## config.mk

```make
export PLATFORM = sky130hd
export DESIGN_NAME = sliced_logic_unit
export DESIGN_NICKNAME = d
export VERILOG_FILES = /design/src/rtl/sliced_logic_unit.sv
export SDC_FILE = /design/constraint.sdc
export NUM_CORES = 1
export LEC_CHECK = 0
export BUFFER_PORTS_ARGS = -buffer_cell sky130_fd_sc_hd__buf_2
export CAP_MARGIN = 20
export CORE_ASPECT_RATIO = 1.4
export CORE_MARGIN = 2
export CORE_UTILIZATION = 50
export DETAILED_ROUTE_END_ITERATION = 8
export PLACE_DENSITY_LB_ADDON = 0.3
export SYNTH_ARGS = -nofsm -noshare
export SYNTH_HDL_FRONTEND = slang
export SYNTH_SLANG_ARGS = --single-unit
```

## constraint.sdc

```tcl
create_clock -name clk -period 2.7 [get_ports clk]
set_clock_uncertainty 0.05 [all_clocks]
set_input_delay 0.27 -clock clk [delete_from_list [all_inputs] [get_ports clk]]
set_output_delay 0.27 -clock clk [all_outputs]
set_load 0.1 [all_outputs]
```

## src/rtl/sliced_logic_unit.sv

```systemverilog
// Multi-cycle bitwise logic unit: applies AND/OR/XOR/NOR to two WIDTH-bit
// operands, SLICE bits per clock, LSB slice first. Operands arrive on a
// valid/ready handshake. The result is held on a valid/ready output until the
// consumer takes it.
module sliced_logic_unit #(
  parameter int WIDTH = 32,
  parameter int SLICE = 8
) (
  input  logic             clk,
  input  logic             rst,
  input  logic             in_valid,
  output logic             in_ready,
  input  logic [WIDTH-1:0] leftOperand,
  input  logic [WIDTH-1:0] rightOperand,
  input  logic [1:0]       op,
  output logic             out_valid,
  input  logic             out_ready,
  output logic [WIDTH-1:0] result,
  output logic             zero,
  output logic             allOnes
);

  localparam int NSLICE = WIDTH / SLICE;
  localparam int CNT_W  = (NSLICE > 1) ? $clog2(NSLICE) : 1;
  localparam logic [CNT_W-1:0] LAST_SLICE = CNT_W'(NSLICE - 1);

  // The slice arithmetic assumes the operand splits evenly into slices.
  if ((WIDTH % SLICE) != 0) begin : g_bad_slice
    $error("sliced_logic_unit: WIDTH must be a multiple of SLICE");
  end

  typedef enum logic [1:0] {
    IDLE = 2'd0,
    BUSY = 2'd1,
    DONE = 2'd2
  } state_t;

  typedef enum logic [1:0] {
    OP_AND = 2'b00,
    OP_OR  = 2'b01,
    OP_XOR = 2'b10,
    OP_NOR = 2'b11
  } op_t;

  state_t state, state_next;

  // Latched operand bundle. The operand registers shift right by one slice per
  // BUSY cycle, so the slice being processed is always in the low bits and no
  // wide read multiplexer is needed.
  logic [WIDTH-1:0] lhs_q, rhs_q;
  op_t              op_q;
  logic [CNT_W-1:0] cnt;

  logic [SLICE-1:0] slice_res;
  logic [WIDTH-1:0] slice_mask;
  logic [WIDTH-1:0] result_next;
  logic             last_slice;

  // Applies the selected bitwise operation to one slice.
  function automatic logic [SLICE-1:0] apply_op(input op_t f,
                                                input logic [SLICE-1:0] a,
                                                input logic [SLICE-1:0] b);
    logic [SLICE-1:0] r;
    case (f)
      OP_AND:  r = a & b;
      OP_OR:   r = a | b;
      OP_XOR:  r = a ^ b;
      default: r = ~(a | b);
    endcase
    return r;
  endfunction

  // The unit takes a new bundle only while idle, and never during reset.
  assign in_ready   = (state == IDLE) && !rst;
  assign last_slice = (cnt == LAST_SLICE);

  // State register.
  // NOTE: sequential state is updated with non-blocking assignments (<=) so
  // that every flop samples the values from before the clock edge.
  always_ff @(posedge clk) begin
    if (rst) state <= IDLE;
    else     state <= state_next;
  end

  // Next-state logic: accept -> compute NSLICE slices -> hold until consumed.
  // NOTE: state_next gets a default before the case so that no path leaves it
  // unassigned, which would otherwise infer a latch.
  always_comb begin
    state_next = state;
    case (state)
      IDLE:    if (in_valid) state_next = BUSY;
      BUSY:    if (last_slice) state_next = DONE;
      DONE:    if (out_ready) state_next = IDLE;
      default: state_next = IDLE;
    endcase
  end

  // Computes this cycle's slice and merges it into the result at slot cnt.
  always_comb begin
    slice_res   = apply_op(op_q, lhs_q[SLICE-1:0], rhs_q[SLICE-1:0]);
    slice_mask  = WIDTH'({SLICE{1'b1}}) << (int'(cnt) * SLICE);
    result_next = (result & ~slice_mask)
                | (WIDTH'(slice_res) << (int'(cnt) * SLICE));
  end

  // Datapath: operand capture, per-slice result update and the output flags.
  always_ff @(posedge clk) begin
    if (rst) begin
      lhs_q     <= '0;
      rhs_q     <= '0;
      op_q      <= OP_AND;
      cnt       <= '0;
      result    <= '0;
      zero      <= 1'b0;
      allOnes   <= 1'b0;
      out_valid <= 1'b0;
    end else begin
      case (state)
        IDLE: begin
          if (in_valid) begin
            lhs_q  <= leftOperand;
            rhs_q  <= rightOperand;
            op_q   <= op_t'(op);
            cnt    <= '0;
            result <= '0;
          end
        end
        BUSY: begin
          result <= result_next;
          lhs_q  <= lhs_q >> SLICE;
          rhs_q  <= rhs_q >> SLICE;
          if (last_slice) begin
            // The flags come from the complete result so they are ready
            // together with out_valid.
            cnt       <= '0;
            out_valid <= 1'b1;
            zero      <= (result_next == '0);
            allOnes   <= (&result_next);
          end else begin
            cnt <= cnt + CNT_W'(1);
          end
        end
        DONE: begin
          if (out_ready) begin
            out_valid <= 1'b0;
            zero      <= 1'b0;
            allOnes   <= 1'b0;
          end
        end
        default: begin
          out_valid <= 1'b0;
        end
      endcase
    end
  end

  // The unit is never ready for input while it still holds a result.
  a_ready_valid_exclusive : assert property (
    @(posedge clk) disable iff (rst) !(in_ready && out_valid));

  // A result that is not yet consumed stays valid and unchanged.
  a_hold_under_backpressure : assert property (
    @(posedge clk) disable iff (rst)
    (out_valid && !out_ready) |=> (out_valid && $stable(result)));

endmodule

```

== Word level (Yosys, flattened, before mapping) ==
Cells that the tools add are included.
W data, S select, Z words.
Word-level totals
  word-level logic and storage cells: 62
  bits of input ports: 70
  output and inout port bits: 36
  register bits: 105
Operators by class
  shift-type cells: 2
  $add $sub $neg: 1
  equality and inequality tests: 8
  bitwise operators: 8
  reductions and logical operators: 13
  muxes and demuxes: 21
Operators by type and width (count)
  $pmux W32 S2: 3
  $mux W32: 3
  $and A32 B32 Y32: 1
  $logic_not A32 Y1: 1
  $not A32 Y32: 1
  $or A32 B32 Y32: 1
  $reduce_and A32 Y1: 1
  $shl A8 B5 Y32: 1
  $shl A8 B5 Y32 const A: 1
  $pmux W8 S3: 1
  $mux W2: 5
  $reduce_and A3 Y1: 3
  $and A8 B8 Y8: 1
  $not A8 Y8: 1
  $or A8 B8 Y8: 1
  $xor A8 B8 Y8: 1
  $eq A2 B2 Y1 const B: 3
  $ne A2 B2 Y1 const B: 3
  $pmux W2 S3: 1
  $eq A2 B1 Y1 const B: 2
  $logic_not A2 Y1: 2
  $mux W1: 4
  $pmux W1 S2: 2
  $pmux W2 S2: 1
  other kinds (7): 9

== Longest topological paths before layout ==
Gate-level depths: netlist of the first run.
  depth after elaboration: 8
  mapped depth: 10
  gate-level depth less buffers: 9

== Least setup slack after synthesis of the first run ==
OpenSTA, ideal clock, no wires.
  kind: input port to output port
  from: input rst
  to: output in_ready
  path slack: -0.269 ns
  stages: 3
  buffers on the path: 2
  data required time: 2.380 ns
  arrival time: 2.649 ns
  cell sequence: clkbuf_1 -> clkbuf_1 -> nor3_1
On the way
  cells in the longest elaborated chain, start to end: 2
Ends and longest elaborated chain
  start, declared: RTL line 10  | input logic rst,
  $logic_not A1 Y1: RTL line 74  | assign in_ready = (state == IDLE) && !rst;
  $logic_and A1 B1 Y1: RTL line 74
  end, declared: RTL line 12  | output logic in_ready,
No other way between the ends.

== Final worst setup path of the first run ==
  from: register cnt[1]
  to: register allOnes
On the way
  cells in the longest elaborated chain, start to end: 7
  elaborated cells on any way between the ends: 11
  those cells by class: 2 x eq/ne; 2 x shift; 2 x mux; 3 x bitwise; 2 x reduce/logical
Ends and longest elaborated chain
  start, declared: RTL line 52  | logic [CNT_W-1:0] cnt;
  start signal, assigned: RTL line 140  | cnt <= cnt + CNT_W'(1);
  $shl A8 B5 Y32: RTL line 101  | slice_mask = WIDTH'({SLICE{1'b1}}) << (int'(cnt) * SLICE);
  $not A32 Y32: RTL line 102  | result_next = (result & ~slice_mask)
  $and A32 B32 Y32: RTL line 102
  $or A32 B32 Y32: RTL line 103  | | (WIDTH'(slice_res) << (int'(cnt) * SLICE));
  $reduce_and A32 Y1: RTL line 138  | allOnes <= (&result_next);
  $mux W1: RTL line 132  | if (last_slice) begin
  $pmux W1 S2: RTL line 118  | case (state)
  end signal, assigned: RTL line 138
  end, declared: RTL line 20  | output logic allOnes
Several ways; a longest one is shown, not always the timed one. The select of a mux whose other input is x is not followed.
A chain may end at the register's enable or synchronous reset.

==> results_dict.tcl, run 1 <==
set metrics [dict create \
    cts-buffers-inserted 9 \
    overflow 0 \
    io-pin-count 106 \
    worst_skew_pair.late_latency_ps 340 \
    wl_per_cell_um 17.2 \
    ant_nets 0 \
    yosysTopAreaCellShare 0.387 \
    path_delay_family "simple AND/OR/NAND/NOR gates" \
    layout.nets 889 \
    critical_path_class "flop to flop" \
    cts_tree "built" \
    clk_pin_slew_ps 70 \
    r2r_setup_slack_ps 250 \
    die_w_um 92.1 \
    gp_congestion 0.923 \
    cp_slowest_cell "dfxtp_1" \
    grt.total_usage 0.277 \
    syn_area_um2 5440 \
    antennaDiodeCount 0 \
    grt_pass1_wl_um 26100 \
    leakagePower_nw 2.72 \
    grt_max_degree 70 \
    hpwl_um 11900 \
    multi_input_area_um2 2990 \
    synth.most_common_cell "nand2_1" \
    swShare 0.310 \
    rows 45 \
    reg2regPathDepth 8 \
    dp.cells 929 \
    fin_hold_ws_ps 106 \
    maxSlewViolCount 0 \
    clock_power_share 0.340 \
    grt_pass1_vias 5280 \
    yosysTopAreaCell "dfxtp_1" \
    vdd_drop_max_v 0.000476 \
    layout_min_cycle_time_ps 2450 \
    stdcell_count 945 \
    maxCapViolations 0 \
    vias 5481 \
    power.density_nw_per_um2 566 \
    clkSinkCount 105 \
    synth_nets 794 \
    worst-path-buf-inv 1 \
    rr_endpoint "allOnes$_SDFFE_PP0P_" \
    via_per_inst 5.80 \
    die_height_um 127 \
    seq_area_um2 2100 \
    crit_start "cnt[1]$_SDFFE_PP0P_" \
    hold_class "primary input to flop" \
    syn_inst 704 \
    synthDistinctLibCells 63 \
    finalWirelength_um 16300 \
    start_util 0.508 \
    dieArea_um2 11700 \
    syn2layout_area_growth_pct 19.0 \
    cts_buffer_depth 2 \
    cts_root_buf "clkbuf_16" \
    ys_seq_area_frac 0.387 \
    hold_violations 0 \
    drt_iter0_markers 270 \
    synth_common_cells "nand2_1 (140), dfxtp_1 (105), nor2_1 (97), a311oi_1 (48), clkbuf_1 (40)" \
    max_freq_mhz 408 \
    antenna_found_initial 0 \
    ys_warn_count 0 \
    end_kind "flop" \
    synth_seq_cells 105 \
    synthArstFlopShare 0 \
    switching_power_mw 1.14 \
    drc_errors 0 \
    pwr-share-comb 0.195 \
    worstPathMaxFanout 11 \
    synth_area_leaders "dfxtp_1 (39%), nand2_1 (9.7%), a311oi_1 (7.7%)" \
    port-buffer-count 105 \
    ctsResizeCount 0 \
    h-tree-depth 3 \
    status "finished clean" \
    dr.pass1.iters 5 \
    cp.required_ps 2910 \
    cp_cell_sequence "inv_1 -> ha_1 -> nor2_1 -> and3_1 -> a31oi_1 -> a32o_1 -> or4_1 -> o31ai_1" \
    crit-reg2reg-launch "cnt[1]$_SDFFE_PP0P_" \
    cts_setup_buffers 0 \
    synth_edf_count 0 \
    rsz0062_at_grt "no" \
    synth-main-ff-cell "dfxtp_1" \
    period_share 0.908 \
    cp.depth 8 \
    tightest_slew_ps 710 \
    critPathCapture "allOnes$_SDFFE_PP0P_" \
    syn_area_per_cell_um2 7.72 \
    fp.coreArea_um2 10700 \
    relSlewSlack 0.527 \
    postCtsHoldBufs 0 \
    drive_gt1_frac 0.214 \
    setup_viol 0 \
    worst_setup_path_start_kind "flop" \
    fin_tns_setup_ps 0 \
    fillers 1006 \
    p_seq_frac 0.465 \
    crit_arrival_ps 2670 \
    internal_power_mw 2.53 \
    cpPeakStageDelay_ps 530 \
]
sequential cells by signal, summed over array words and instances, names as in the netlist:
signal / flops
rhs_q: 32
lhs_q: 32
out_valid: 1
op_q: 2
allOnes: 1
cnt: 2
result: 32
state: 2
zero: 1
per-stage QoR:
step	util	setup slack, ps	power (mW)	instance area [um^2]
2_1_floorplan	-	238	2.21	5440
3_3_place_gp	0.579	320	2.43	6200
3_5_place_dp	0.579	281	2.45	6200
4_1_cts	0.605	248	3.68	6470
5_1_grt	0.605	60.2	3.83	6470
6_report	0.605	247	3.66	6470
cells in the final DEF (no fill, tap or decap), drive strengths merged, types with 4 or more instances in the layout:
| cell | Yosys | final |
|---|---|---|
| a21oi | 35 | 35 |
| a22oi | 30 | 30 |
| a311oi | 48 | 48 |
| and2 | 4 | 4 |
| and3 | 6 | 6 |
| buf | 18 | 143 |
| clkbuf | 41 | 11 |
| dfxtp | 105 | 105 |
| ha | 20 | 20 |
| inv | 22 | 24 |
| nand2 | 140 | 140 |
| nand2b | 4 | 4 |
| nand3 | 29 | 29 |
| nor2 | 97 | 97 |
| nor2b | 11 | 11 |
| nor3 | 9 | 9 |
| nor4 | 5 | 5 |
| o2111ai | 4 | 4 |
| o211ai | 7 | 7 |
| o21ai | 13 | 13 |
| o31ai | 4 | 4 |
per-layer routing:
metal / GRT usage / up-vias / wire length (um)
met3: 0.0377 / 34 / 720
met4: 0.127 / 0 / 626
met2: 0.498 / 180 / 8420
met1: 0.326 / 2576 / 6490
li1: - / 2691 / -
met5: 0 / - / 0
power by group through the flow:
stage	Clock [mW]	Combinational, mW	Sequential, mW
floorplan	0	0.446	1.76
global placement	0	0.698	1.73
detailed placement	0	0.708	1.74
CTS	1.27	0.711	1.70
global route	1.33	0.785	1.71
finish	1.25	0.716	1.70
cell families after synthesis:
kind of cell,share of synthesized area
AND/OR/NAND/NOR,0.257
buffers and inverters,0.0656
flip-flops,0.387
adder cells (fa/ha/maj),0.0460
AO/OA/AOI/OAI,0.234
multiplexers,0.0106
worst reg2reg max path, delay by kind of cell, from the launching register on:
| kind | cells | cell delay, ps |
|---|---|---|
| AO/OA/AOI/OAI | 3 | 490 |
| adder cells (fa/ha/maj) | 1 | 260 |
| buffers and inverters | 1 | 140 |
| flip-flops | 1 | 530 |
| AND/OR/NAND/NOR | 3 | 900 |
cell type report:
cell class	instances	share of cell area
multi-input combinational	517	0.463
sequential	105	0.325
timing repair buffer	143	0.130
clock buffer	11	0.0360
tap	141	0.0273
inverter	23	0.0133
clock inverter	5	0.00619
how the worst min path moves through the flow:
stage,startpoint,end,depth (start not counted)
after floorplan,op[0],op_q[0]$_SDFFE_PP0P_,2
after global placement,out_valid$_SDFFE_PP0P_,out_valid$_SDFFE_PP0P_,2
after detailed placement,rhs_q[31]$_SDFFE_PP0P_,rhs_q[31]$_SDFFE_PP0P_,2
after CTS,rightOperand[24],rhs_q[24]$_SDFFE_PP0P_,3
after global routing,leftOperand[28],lhs_q[28]$_SDFFE_PP0P_,3
final,rightOperand[24],rhs_q[24]$_SDFFE_PP0P_,3
No activity file was read; power rests on OpenSTA's default activity.
==> inputs of run 2 (changes only) <==
GPL_TIMING_DRIVEN = 0   (was not set)
==> results_dict.tcl, run 2 (synthesis results as in run 1) <==
set metrics [dict create \
    layout_common_cells "nand2_1 (140), buf_2 (108), dfxtp_1 (104)" \
    critical_path_class "flop to flop" \
    worst-path-buf-inv 2 \
    drc_errors 0 \
    overflow 0 \
    setup_viol 0 \
    cts_buffer_depth 2 \
    clkSinkCount 105 \
    cp_slowest_cell "or4_1" \
    grt_pass1_wl_um 27200 \
    max_freq_mhz 389 \
    relSlewSlack 0.458 \
    antennaDiodeCount 0 \
    period_share 0.951 \
    die_height_um 127 \
    fillers 1016 \
    maxSlewViolCount 0 \
    postCtsHoldBufs 0 \
    cts_tree "built" \
    vias 5689 \
    cp_cell_sequence "inv_1 -> ha_1 -> mux2_2 -> nand2_1 -> o21ai_1 -> buf_2 -> o2111a_1 -> o2111ai_1 -> or4_1 -> o31ai_1" \
    drt_iter0_markers 353 \
    grt_pass1_vias 5395 \
    wl_per_cell_um 18.1 \
    rows 45 \
    hold_violations 0 \
    h-tree-depth 3 \
    fin_util 0.605 \
    io-pin-count 106 \
    largest_registers "lhs_q x32, result x32, rhs_q x32" \
    dieArea_um2 11700 \
    cpPeakStageDelay_ps 450 \
    layout.nets 908 \
    via_per_inst 5.90 \
    hpwl_um 13100 \
    die_w_um 92.1 \
    status "finished clean" \
    drive_gt1_frac 0.182 \
    worstPathMaxFanout 10 \
    cp.required_ps 2920 \
    power.density_nw_per_um2 594 \
    maxCapViolations 0 \
    ant_nets 0 \
    hold_class "primary input to flop" \
    dr.pass1.iters 5 \
    fin_tns_setup_ps 0 \
    vdd_drop_max_v 0.000325 \
    gp_congestion 0.947 \
    start_util 0.508 \
    mostFrequentLayoutCell "nand2_1" \
    cts_setup_buffers 0 \
    grt_max_degree 17 \
    syn2layout_area_growth_pct 19.1 \
    tightest_slew_ps 807 \
    layout_min_cycle_time_ps 2570 \
    port-buffer-count 104 \
    cts-buffers-inserted 9 \
    clk_pin_slew_ps 70 \
    worst_setup_path_start_kind "flop" \
    end_kind "flop" \
    grt.total_usage 0.293 \
    path_delay_family "compound AO/OA/AOI/OAI gates" \
    leakagePower_nw 2.67 \
    antenna_found_initial 0 \
    finalWirelength_um 17500 \
    crit_arrival_ps 2790 \
    fp.coreArea_um2 10700 \
    worst_skew_pair.late_latency_ps 350 \
    cts_root_buf "clkbuf_16" \
]
run 2: report_power, final:
part | total (mW) | leakage [nW] | internal [mW] | switching (mW)
combinational | 0.718 | 1.65 | 0.239 | 0.479
clock | 1.43 | 0.157 | 0.841 | 0.586
sequential | 1.70 | 0.860 | 1.64 | 0.0677
run 2: timing repair:
item / CTS / global route
hold endpoints to repair: 0 / 0
pin swaps: 0 / 0
endpoints found under the setup margin: 1 / 12
gates resized for setup: 2 / 10
run 2: final timing paths:
path	cells past startpoint	slack, ps	to	startpoint
worst min-delay path	3	100	lhs_q[28]$_SDFFE_PP0P_	leftOperand[28]
worst max-delay path	10	130	allOnes$_SDFFE_PP0P_	lhs_q[0]$_SDFFE_PP0P_
worst max register to register	10	130	allOnes$_SDFFE_PP0P_	lhs_q[0]$_SDFFE_PP0P_
worst min register to register	2	410	allOnes$_SDFFE_PP0P_	allOnes$_SDFFE_PP0P_
run 2: metal layers:
layer	wire length [um]	track usage	vias to the layer above
met4	535	0.137	0
met3	914	0.0377	43
li1	-	-	2738
met1	6800	0.329	2668
met2	9210	0.544	240
met5	0	0	-
run 2: cell type report:
class,instances,area (um^2),area share
clock inverter,4,73.8,0.0114
timing repair buffer,104,520,0.0804
sequential,105,2100,0.325
multi-input combinational,517,3000,0.463
inverter,23,88.8,0.0137
tap,141,176,0.0272
buffer,58,269,0.0415
clock buffer,12,246,0.0381
run 2: through the flow:
step / std cells / worst slack, ps / area, um^2 / power [mW] / hold slack [ps]
2_1_floorplan: 704 / 238 / 5440 / 2.21 / 356
3_3_place_gp: 949 / -225 / 6140 / 2.42 / 392
3_5_place_dp: 949 / -283 / 6140 / 2.44 / 399
4_1_cts: 965 / 10.3 / 6460 / 3.85 / 98.6
5_1_grt: 964 / -53.3 / 6480 / 3.98 / 110
6_report: 964 / 132 / 6480 / 3.85 / 102
run 2: tightest hold or removal path, stage by stage:
cell and delay (ps):
buf_2 100, nand2_1 40, a21oi_1 50
